**config.mk**
```make
export PLATFORM = sky130hd
export DESIGN_NAME = uart_tx_queue
export DESIGN_NICKNAME = d
export VERILOG_FILES = /design/src/rtl/uart_pkg.sv /design/src/rtl/uart_sync_fifo.sv /design/src/rtl/uart_tx_queue.sv
export SDC_FILE = /design/constraint.sdc
export NUM_CORES = 1
export LEC_CHECK = 0
export BUFFER_PORTS_ARGS = -buffer_cell sky130_fd_sc_hd__buf_2
export CAP_MARGIN = 5
export CELL_PAD_IN_SITES_DETAIL_PLACEMENT = 1
export CELL_PAD_IN_SITES_GLOBAL_PLACEMENT = 1
export CORE_MARGIN = 2
export CORE_UTILIZATION = 48
export CTS_CLUSTER_SIZE = 30
export DETAILED_ROUTE_END_ITERATION = 12
export PLACE_DENSITY_LB_ADDON = 0.1
export RECOVER_POWER = 50
export SKIP_CTS_REPAIR_TIMING = 1
export SLEW_MARGIN = 40
export SYNTH_ARGS = -nofsm -noshare
export SYNTH_HDL_FRONTEND = slang
export SYNTH_SLANG_ARGS = --single-unit
```
**constraint.sdc**
```tcl
create_clock -name clk -period 3.5 [get_ports clk]
set_clock_uncertainty 0.2 [all_clocks]
set_input_delay 0.525 -clock clk [delete_from_list [all_inputs] [get_ports clk]]
set_output_delay 0.525 -clock clk [all_outputs]
set_load 0.01 [all_outputs]
```
**src/rtl/uart_pkg.sv**
```systemverilog
// Shared UART constants: transmitter byte width and the 2-bit launch FSM encoding
// used by uart_tx_queue.
package uart_pkg;

  localparam int DATA_W = 8;

  localparam logic [1:0] ST_IDLE      = 2'd0;
  localparam logic [1:0] ST_WAIT_BUSY = 2'd1;
  localparam logic [1:0] ST_WAIT_DONE = 2'd2;

endpackage

```
**src/rtl/uart_sync_fifo.sv**
```systemverilog
// Byte FIFO with a separate level counter; rd_data shows the head with no latency.
// A write while full is dropped, and a read while empty is ignored.
module uart_sync_fifo #(
  parameter int DEPTH  = 16,
  parameter int ADDR_W = 4,
  parameter int DATA_W = uart_pkg::DATA_W
) (
  input  logic              clk,
  input  logic              reset,
  input  logic              wr_en,
  input  logic [DATA_W-1:0] wr_data,
  input  logic              rd_en,
  output logic [DATA_W-1:0] rd_data,
  output logic              full,
  output logic              empty,
  output logic [ADDR_W:0]   level
);

  localparam logic [ADDR_W:0]   LVL_FULL = (ADDR_W+1)'(DEPTH);
  localparam logic [ADDR_W:0]   LVL_ONE  = (ADDR_W+1)'(1);
  localparam logic [ADDR_W-1:0] PTR_ONE  = ADDR_W'(1);

  logic [DATA_W-1:0] mem [DEPTH];
  logic [ADDR_W-1:0] wr_ptr;
  logic [ADDR_W-1:0] rd_ptr;
  logic              wr_ok;
  logic              rd_ok;

  // Both qualifiers look at the pre-edge level, so a full-cycle write is dropped
  // even if a pop frees a slot on the same edge.
  assign wr_ok   = wr_en && !full;
  assign rd_ok   = rd_en && !empty;
  assign full    = (level == LVL_FULL);
  assign empty   = (level == '0);
  assign rd_data = mem[rd_ptr];

  always_ff @(posedge clk) begin
    if (wr_ok) begin
      mem[wr_ptr] <= wr_data;
    end
  end

  always_ff @(posedge clk or posedge reset) begin
    if (reset) begin
      wr_ptr <= '0;
      rd_ptr <= '0;
      level  <= '0;
    end else begin
      if (wr_ok) begin
        wr_ptr <= wr_ptr + PTR_ONE;
      end
      if (rd_ok) begin
        rd_ptr <= rd_ptr + PTR_ONE;
      end
      case ({wr_ok, rd_ok})
        2'b10:   level <= level + LVL_ONE;
        2'b01:   level <= level - LVL_ONE;
        default: level <= level;
      endcase
    end
  end

endmodule

```
**src/rtl/uart_tx_queue.sv**
```systemverilog
// Host-side byte queue feeding uart_tx via tx_start/tx_data/tx_busy/tx_done; bytes are dropped when full.
// UART_TXQ_OVF_EN adds a sticky ovf flag (set wins over ovf_clr) and its ovf_clr input.
module uart_tx_queue #(
  parameter int DEPTH  = 16,
  parameter int ADDR_W = 4,
  parameter int DATA_W = uart_pkg::DATA_W
) (
  input  logic              clk,
  input  logic              reset,
  input  logic              wr_en,
  input  logic [DATA_W-1:0] wr_data,
  output logic              full,
  output logic              empty,
  output logic [ADDR_W:0]   level,
  output logic              tx_start,
  output logic [DATA_W-1:0] tx_data,
  input  logic              tx_busy,
  input  logic              tx_done
`ifdef UART_TXQ_OVF_EN
  ,
  output logic              ovf,
  input  logic              ovf_clr
`endif
);

  import uart_pkg::*;

  logic [1:0]        state;
  logic              pop;
  logic [DATA_W-1:0] head;

  uart_sync_fifo #(
    .DEPTH  (DEPTH),
    .ADDR_W (ADDR_W),
    .DATA_W (DATA_W)
  ) u_fifo (
    .clk     (clk),
    .reset   (reset),
    .wr_en   (wr_en),
    .wr_data (wr_data),
    .rd_en   (pop),
    .rd_data (head),
    .full    (full),
    .empty   (empty),
    .level   (level)
  );

  assign pop = (state == ST_IDLE) && !empty && !tx_busy;

  // tx_data is only reloaded on a pop, so it holds from tx_start through tx_done.
  always_ff @(posedge clk or posedge reset) begin
    if (reset) begin
      state    <= ST_IDLE;
      tx_start <= 1'b0;
      tx_data  <= '0;
    end else begin
      tx_start <= 1'b0;
      case (state)
        ST_IDLE: begin
          if (pop) begin
            tx_data  <= head;
            tx_start <= 1'b1;
            state    <= ST_WAIT_BUSY;
          end
        end
        ST_WAIT_BUSY: begin
          if (tx_done) begin
            state <= ST_IDLE;
          end else if (tx_busy) begin
            state <= ST_WAIT_DONE;
          end
        end
        ST_WAIT_DONE: begin
          if (tx_done) begin
            state <= ST_IDLE;
          end
        end
        default: state <= ST_IDLE;
      endcase
    end
  end

`ifdef UART_TXQ_OVF_EN
  always_ff @(posedge clk or posedge reset) begin
    if (reset) begin
      ovf <= 1'b0;
    end else if (wr_en && full) begin
      ovf <= 1'b1;
    end else if (ovf_clr) begin
      ovf <= 1'b0;
    end
  end
`endif

endmodule
```
# After elaboration in Yosys (flattened, before gate mapping)
# Memories as Yosys holds them, arrays and structs flattened. A register that Yosys moved wholly into a read port is not among the register bits.
# Cells that the tools add are included.
# classes
muxes,10
n_addsub,4
reduce_logical,12
n_eq_ne,8
# ops
op,n
$pmux 5 s2,1
$add 4x1->4 const B,2
$mux 2,4
$pmux 2 s3,1
$add 5x1->5 const B,1
$eq 5x5->1 const B,1
$logic_not 5->1,1
$sub 5x1->5 const B,1
$eq 2x1->1 const B,2
$eq 2x2->1 const B,2
$logic_and 1x1->1,4
$mux 1,4
$logic_not 1->1,3
$ne 3x3->1 const B,1
$reduce_and 3->1,1
$logic_not 2->1,1
$ne 2x1->1 const B,1
$ne 2x2->1 const B,1
$reduce_and 2->1,1
$reduce_bool 2->1,1
# totals
word_cells,40
reg_bits,16
ram_bits,128
mem_count,1
in_bits,13
output_inout_bits,16
# mem_list
name,words,width,read_ports,rd_ports_with_merged_regs,wr,line_no,source
u_fifo.mem,16,8,1,1,1,uart_sync_fifo.sv:23,logic [DATA_W-1:0] mem [DEPTH];

# Logic depth before layout (Yosys ltp)
# Gate-level depths: netlist (run 1).
# logic_depth
word_depth,7
ltp_mapped,12
mapped_depth_nobuf,10

# Hierarchy
# A second synthesis (run 1) with hierarchy kept.
# hier_totals
cells_unflattened,360
hier_area_um2,6222.2
# by_module_without_submodules
mod,area_each_um2,cells_each,n_inst
uart_sync_fifo,5789.3,333,1
uart_tx_queue,432.9,27,1

# Worst setup path before layout (run 1)
# No wires, ideal clock.
# synth_timing
path_type,reg2reg
from,register u_fifo.level[1]
to,register u_fifo.level[4]
slack_ps,120
required_ps,3169
stages_incl_launch_ff,13
arrival_time_ps,3049
n_path_buf,2
setup_time_ps,131
path_cell_list,dfrtp_1 > buf_2 > or4_4 > o21ai_2 > inv_1 > ha_1 > clkbuf_1 > xor2_1 > ha_1 > or3_1 > a2111oi_0 > nor4_1 > xnor2_1
# synth_via
elab_chain_cells,7
elab_cells_between_ends,14
# synth_lines
element,line_no,source
start: declaration,uart_sync_fifo.sv:16,output logic [ADDR_W:0] level
start signal: assignment,uart_sync_fifo.sv:56,2'b10: level <= level + LVL_ONE;
start signal: assignment,uart_sync_fifo.sv:57,2'b01: level <= level - LVL_ONE;
start signal: assignment,uart_sync_fifo.sv:58,default: level <= level;
$logic_not 5->1 (*),uart_sync_fifo.sv:34,assign empty = (level == '0);
$logic_not 1->1 (*),"uart_sync_fifo.sv:32, uart_tx_queue.sv:48",
$logic_and 1x1->1 (2 in series),uart_tx_queue.sv:48,assign pop = (state == ST_IDLE) && !empty && !tx_busy;
$logic_and 1x1->1 (*),uart_sync_fifo.sv:32,assign rd_ok = rd_en && !empty;
net u_fifo.rd_ok,uart_sync_fifo.sv:27,logic rd_ok;
$eq 2x1->1 or $eq 2x2->1 (tied branches),uart_sync_fifo.sv:55,"case ({wr_ok, rd_ok})"
$pmux 5 s2 or $reduce_bool 2->1 (tied branches),--,
# Mark *: on every way through the listed nets, which the timed path passes. The rest lies on a longest branch.
# A chain may end at the register's enable or synchronous reset.

# Worst setup path in the final report (run 1)
# layout_timing
from,register u_fifo.level[3]
to,register u_fifo.level[4]
# The elaborated chain is that of the path after synthesis.

==> flow_summary.yaml, run 1 <==
synth:
  synth_edf_count: 128
  syn_inst: 337
  synth_nets: 359
  ys_ff_latch: 152
  synth_area_leader_cell: "edfxtp_1"
  ys_top_cells_by_count: "128 x edfxtp_1, 24 x dfrtp_1, 22 x mux4_2, 18 x nand2_1"
  yosysTopAreaCellShare_pct: 61.1
  syn_area_per_cell_um2: 18.7
  seq_area_frac_synth_pct: 70.7
  synthFlopType: "edfxtp_1"
  synth-xor-area-share_pct: 1.53
  synth_fa_ha_area_share_pct: 1.79
  synth.area.top_cells: "edfxtp_1 61%, dfrtp_1 9.6%, mux4_2 7.9%"
  syn_area_um2: 6290
  synth_mux_area_share_pct: 15.9
  synth-compound-area-share_pct: 2.51
  ys_async_sr_fraction_pct: 15.8
  yosys.area_share.simple_pct: 4.74
  synth.most_common_cell: "edfxtp_1"
  synth_top_family_by_area: "multiplexers"
  ys_types: 44
  ys_warn_count: 0
final_layout:
  multi_input_area_um2: 1670
  nFillCells: 1181
  area_delta_synth_final_pct: 15.6
  nNetsFinal: 415
  seqCellArea_um2: 4450
  final_util_pct: 57.1
  finalNonFillerCells: 578
  antenna_cells: 0
  drive_above_1_share_pct: 25.9
routing:
  ant_nets: 0
  viasPerCell: 5.55
  drc: 0
  wire_per_inst_um: 22.6
  first_iter_violations: 248
  dr_total_vias: 3207
  drtPass1Iterations: 4
  wirelength_um: 13000
critical_path:
  endpoint_kind: "flip-flop"
  r2r-end: "u_fifo.level[4]"
  reg2regPathDepth: 10
  worst_path_largest_cell_delay_ns: 0.53
  cp_common_cell: "ha_1"
  crit_required_ns: 3.60
  worstSetupStartpointType: "flip-flop"
  r2r-start: "u_fifo.level[3]"
  path_buf_inv: 1
  crit_chain: "or4_4, o21ai_2, inv_1, ha_1, xor2_1, ha_1, or3_1, a2111oi_0, nor4_1, xnor2_1"
  arrival_ns: 3.37
  cp_top_family: "simple AND/OR/NAND/NOR gates"
  crit_slowest_cell: "or4_4"
  cp_max_fo: 5
  r2r_setup_slack_ns: 0.24
  path_class: "reg2reg"
pwr:
  p_per_area_nw_per_um2: 812
  p_leak_nw: 2.58
  peakVddDrop_v: 0.000341
cts:
  cts.sinks: 152
  clk_pin_slew_ns: 0.06
  cts_buffers: 17
  root_buffer: "clkbuf_16"
  cts_buffer_depth: 2
  clkLatencyLatePin_ns: 0.42
  cts_tree: "built"
  cts.htree.levels: 4
die:
  start_util_pct: 49.4
  fp-row-count: 41
  dieArea_um2: 14000
  die_y_um: 118
  coreArea_um2: 12700
  ios: 29
  dieWidth_um: 118
timing:
  setup_tns_ns: 0
  timing.fmax_ghz: 0.307
  finalSetupViolCount: 0
  timing.hold.ws_ns: 0.0703
  tightest_slew_ns: 1.00
  finalMaxSlewViolations: 0
  post-route-period-util_pct: 93.2
  rsz0062_at_grt: "false"
  fin_crit_ns: 3.26
  relSlewSlack_pct: 33.0
  hold_viol_final: 0
placement:
  dpl.hpwl_um: 8430
  dp.cells: 545
  io_buffers: 28
  gp_congestion: 0.762
grt:
  grt.overflow.total: 0
  antenna_found_initial: 0
  first_global_vias: 3470
  grt_usage_pct: 20.3
  grt_max_degree: 28
  grt_first_pass_wirelength_um: 20400
worst_hold_path:
  hp-class: "in2reg"
  min_to: "state[1]"
  whs_path_depth: 2
  hp-start: "tx_done"
run_status:
  status: "complete, no violations"
run:
  drv_cap: 0
[cell type report]
cell class	count	share of cell area (%)
Clock buffer	23	6.30
Clock inverter	9	1.38
Inverter	8	0.413
Multi-Input combinational cell	158	23.0
Sequential cell	152	61.2
Tap cell	172	2.96
Timing Repair Buffer	56	4.80
[per-layer routing]
metal  vias to the layer above  share of wire [%]  track usage (%)  routed length [µm]
met5                         -                  0                0                   0
met4                         0                1.1             6.70                 149
met3                        12                3.2             4.92                 417
met2                        49                 51             33.6                6620
met1                      1704                 45             26.4                5860
li1                       1442                  -                -                   -
[kinds of logic after synthesis]
kind of cell / after synthesis
AOI/OAI and AO/OA: 24
xor gates and xnor gates: 11
adders and majority gates: 9
buffers and inverters: 27
DFF: 152
muxes: 55
and+or+nand+nor: 59
[power by group]
part | internal, mW | switching [mW] | total, mW | leakage, nW
registers | 2.25 | 0.251 | 2.50 | 1.45
logic | 0.832 | 0.836 | 1.67 | 0.862
clock network | 1.06 | 0.678 | 1.74 | 0.271
[stage by stage]
stage          worst slack [ns]  instance area (µm²)  total power, mW
3_3_place_gp              0.363                 6710             4.16
6_report                  0.239                 7270             5.90
5_1_grt                  0.0297                 7270             6.19
4_1_cts                   0.236                 7270             5.97
3_5_place_dp              0.277                 6710             4.21
2_1_floorplan             0.120                 6290             3.69
[worst max-delay path by stage]
stage	startpoint	to	cells after the start
global route	u_fifo.level[3]	u_fifo.level[4]	10
CTS	u_fifo.level[2]	u_fifo.level[4]	11
finish	u_fifo.level[3]	u_fifo.level[4]	10
floorplan	u_fifo.level[1]	u_fifo.level[4]	12
global placement	u_fifo.level[2]	u_fifo.level[4]	11
detailed placement	u_fifo.level[3]	u_fifo.level[4]	10
[cells in the final DEF, fill, tap and decap left out, types with 4 or more instances in the layout]
cell       count
nor2_1        15
ha_1           9
nor3_1         6
mux4_2        22
o21ai_0       10
edfxtp_1     128
inv_1          8
nand2b_1       5
buf_2         15
buf_4         26
xnor2_1        9
clkbuf_16     17
clkinv_2       5
dfrtp_1       23
mux4_1        10
nand2_1       18
clkbuf_1      18
mux2i_1       15
mux2_2         8
a21oi_1        4
[state kept, by name, indices dropped and copies added (netlist names)]
signal / flops
state: 2
tx_data: 8
tx_start: 1
u_fifo.level: 5
u_fifo.mem: 128
u_fifo.rd_ptr: 4
u_fifo.wr_ptr: 4
Power figures use the tool's default switching activity.
==> inputs of run 2 (changes only) <==
- CORE_UTILIZATION: 48 -> 50
- clock period: 3.5 -> 3.35 ns (I/O delays scaled with it)
==> flow_summary.yaml, run 2 (synthesized netlist as in run 1, its figures left out) <==
placement:
  gp_congestion: 0.763
  dp.cells: 541
  io_buffers: 28
  dpl.hpwl_um: 8350
  pre_cts_slack_ns: 0.153
worst_hold_path:
  hp-class: "in2reg"
  min_to: "state[1]"
  hp-start: "tx_done"
  whs_path_depth: 2
final_layout:
  drive_above_1_share_pct: 26.6
  mostFrequentLayoutCells: "128 x edfxtp_1, 26 x buf_4, 22 x mux4_2, 22 x dfrtp_1, 18 x nand2_1"
  nNetsFinal: 415
  layout_commonest_cell: "edfxtp_1"
  max_flop_register: "u_fifo.mem"
  nFillCells: 1110
  area_delta_synth_final_pct: 15.9
  antenna_cells: 0
  finalNonFillerCells: 574
  largest_reg_flops: 128
  reg.largest.list: "u_fifo.mem (128), tx_data (8), u_fifo.level (5)"
run_status:
  status: "complete, no violations"
routing:
  viasPerCell: 5.53
  ant_nets: 0
  drc: 0
  first_iter_violations: 189
  dr_total_vias: 3173
  wirelength_um: 12700
  wire_per_inst_um: 22.0
  drtPass1Iterations: 5
timing:
  finalMaxSlewViolations: 0
  hold_viol_final: 0
  timing.hold.ws_ns: 0.0399
  setup_tns_ns: 0
  finalSetupViolCount: 0
  rsz0062_at_grt: "false"
  tightest_slew_ns: 0.894
  timing.fmax_ghz: 0.313
  post-route-period-util_pct: 95.4
  fin_ws_ns: 0.156
  relSlewSlack_pct: 40.4
  fin_crit_ns: 3.19
grt:
  grt_usage_pct: 21.1
  grt_max_degree: 28
  grt_first_pass_wirelength_um: 19800
  antenna_found_initial: 0
  first_global_vias: 3384
  grt.overflow.total: 0
critical_path:
  crit_required_ns: 3.45
  endpoint_kind: "flip-flop"
  reg2regPathDepth: 10
  worstSetupStartpointType: "flip-flop"
  r2r-start: "u_fifo.level[3]"
  r2r-end: "u_fifo.level[4]"
  r2r_setup_slack_ns: 0.16
  path_class: "reg2reg"
  cp_max_fo: 11
  arrival_ns: 3.29
pwr:
  switching_share_pct: 29.9
  p_seq_share_pct: 41.8
  peakVddDrop_v: 0.000517
  comb_power_share_pct: 28.0
  clock_power_share_pct: 30.2
  total_power_mw: 6.24
  p_leak_nw: 2.58
  cell_internal_pwr_mw: 4.37
  p_per_area_nw_per_um2: 855
  switching_power_mw: 1.86
die:
  dieArea_um2: 13500
  dieWidth_um: 116
  coreArea_um2: 12200
  die_y_um: 116
  fp-row-count: 40
  start_util_pct: 51.7
  ios: 29
cts:
  cts_tree: "built"
  clk_pin_slew_ns: 0.06
  cts.sinks: 152
  cts_buffer_depth: 2
  cts.htree.levels: 4
  root_buffer: "clkbuf_16"
  clkLatencyLatePin_ns: 0.43
  cts_buffers: 17
run:
  drv_cap: 0
-- run 2: how the worst max path moves through the flow --
| stage | startpoint | end | slack (ns) | cells past startpoint |
|---|---|---|---|---|
| 6_report | u_fifo.level[3] | u_fifo.level[4] | 0.16 | 10 |
| 5_1_grt | u_fifo.level[3] | u_fifo.level[4] | 0.004 | 10 |
| 4_1_cts | u_fifo.level[3] | u_fifo.level[4] | 0.13 | 10 |
| 3_5_place_dp | u_fifo.level[3] | u_fifo.level[4] | 0.15 | 10 |
| 3_3_place_gp | u_fifo.level[3] | u_fifo.level[4] | 0.25 | 10 |
| 2_1_floorplan | u_fifo.level[1] | u_fifo.level[4] | 0.01 | 12 |
-- run 2: layer usage --
metal  GRT usage [%]  wire (µm)  vias to the layer above
met5               0          0                        -
met3            6.75        499                       21
li1                -          -                     1443
met2            33.4       6240                       63
met1            27.6       5660                     1646
met4            8.41        255                        0
-- run 2: metrics by stage --
step                      utilization [%]  instance area (µm²)
after detailed placement             55.1                 6710
after global routing                 59.9                 7290
after floorplan                         -                 6290
after CTS                            59.9                 7290
after global placement               55.1                 6710
final                                59.9                 7290
-- run 2: power by group through the flow --
stage                     Clock, mW  Combinational (mW)  Sequential, mW
after floorplan                   0                1.34            2.52
after global placement            0                1.71            2.62
after detailed placement          0                1.75            2.64
after CTS                      1.93                1.78            2.61
after global routing           1.99                1.93            2.65
final                          1.88                1.75            2.61
-- run 2: cell type report --
type | count | area (µm²) | area share [%]
inverter | 8 | 30.0 | 0.412
tap | 168 | 210 | 2.88
sequential | 152 | 4450 | 61.0
timing repair buffer | 56 | 349 | 4.79
multi-input combinational | 158 | 1670 | 22.9
clock inverter | 14 | 156 | 2.15
clock buffer | 18 | 429 | 5.89
-- run 2: worst max-delay path: stages (launching register included) --
cell and delay (ns):
dfrtp_2 0.44, or4_4 0.52, o21ai_2 0.15, inv_1 0.12
ha_1 0.24, buf_4 0.18, ha_1 0.22, or4b_2 0.63
o32ai_1 0.13, nor4_1 0.10, xnor2_1 0.13
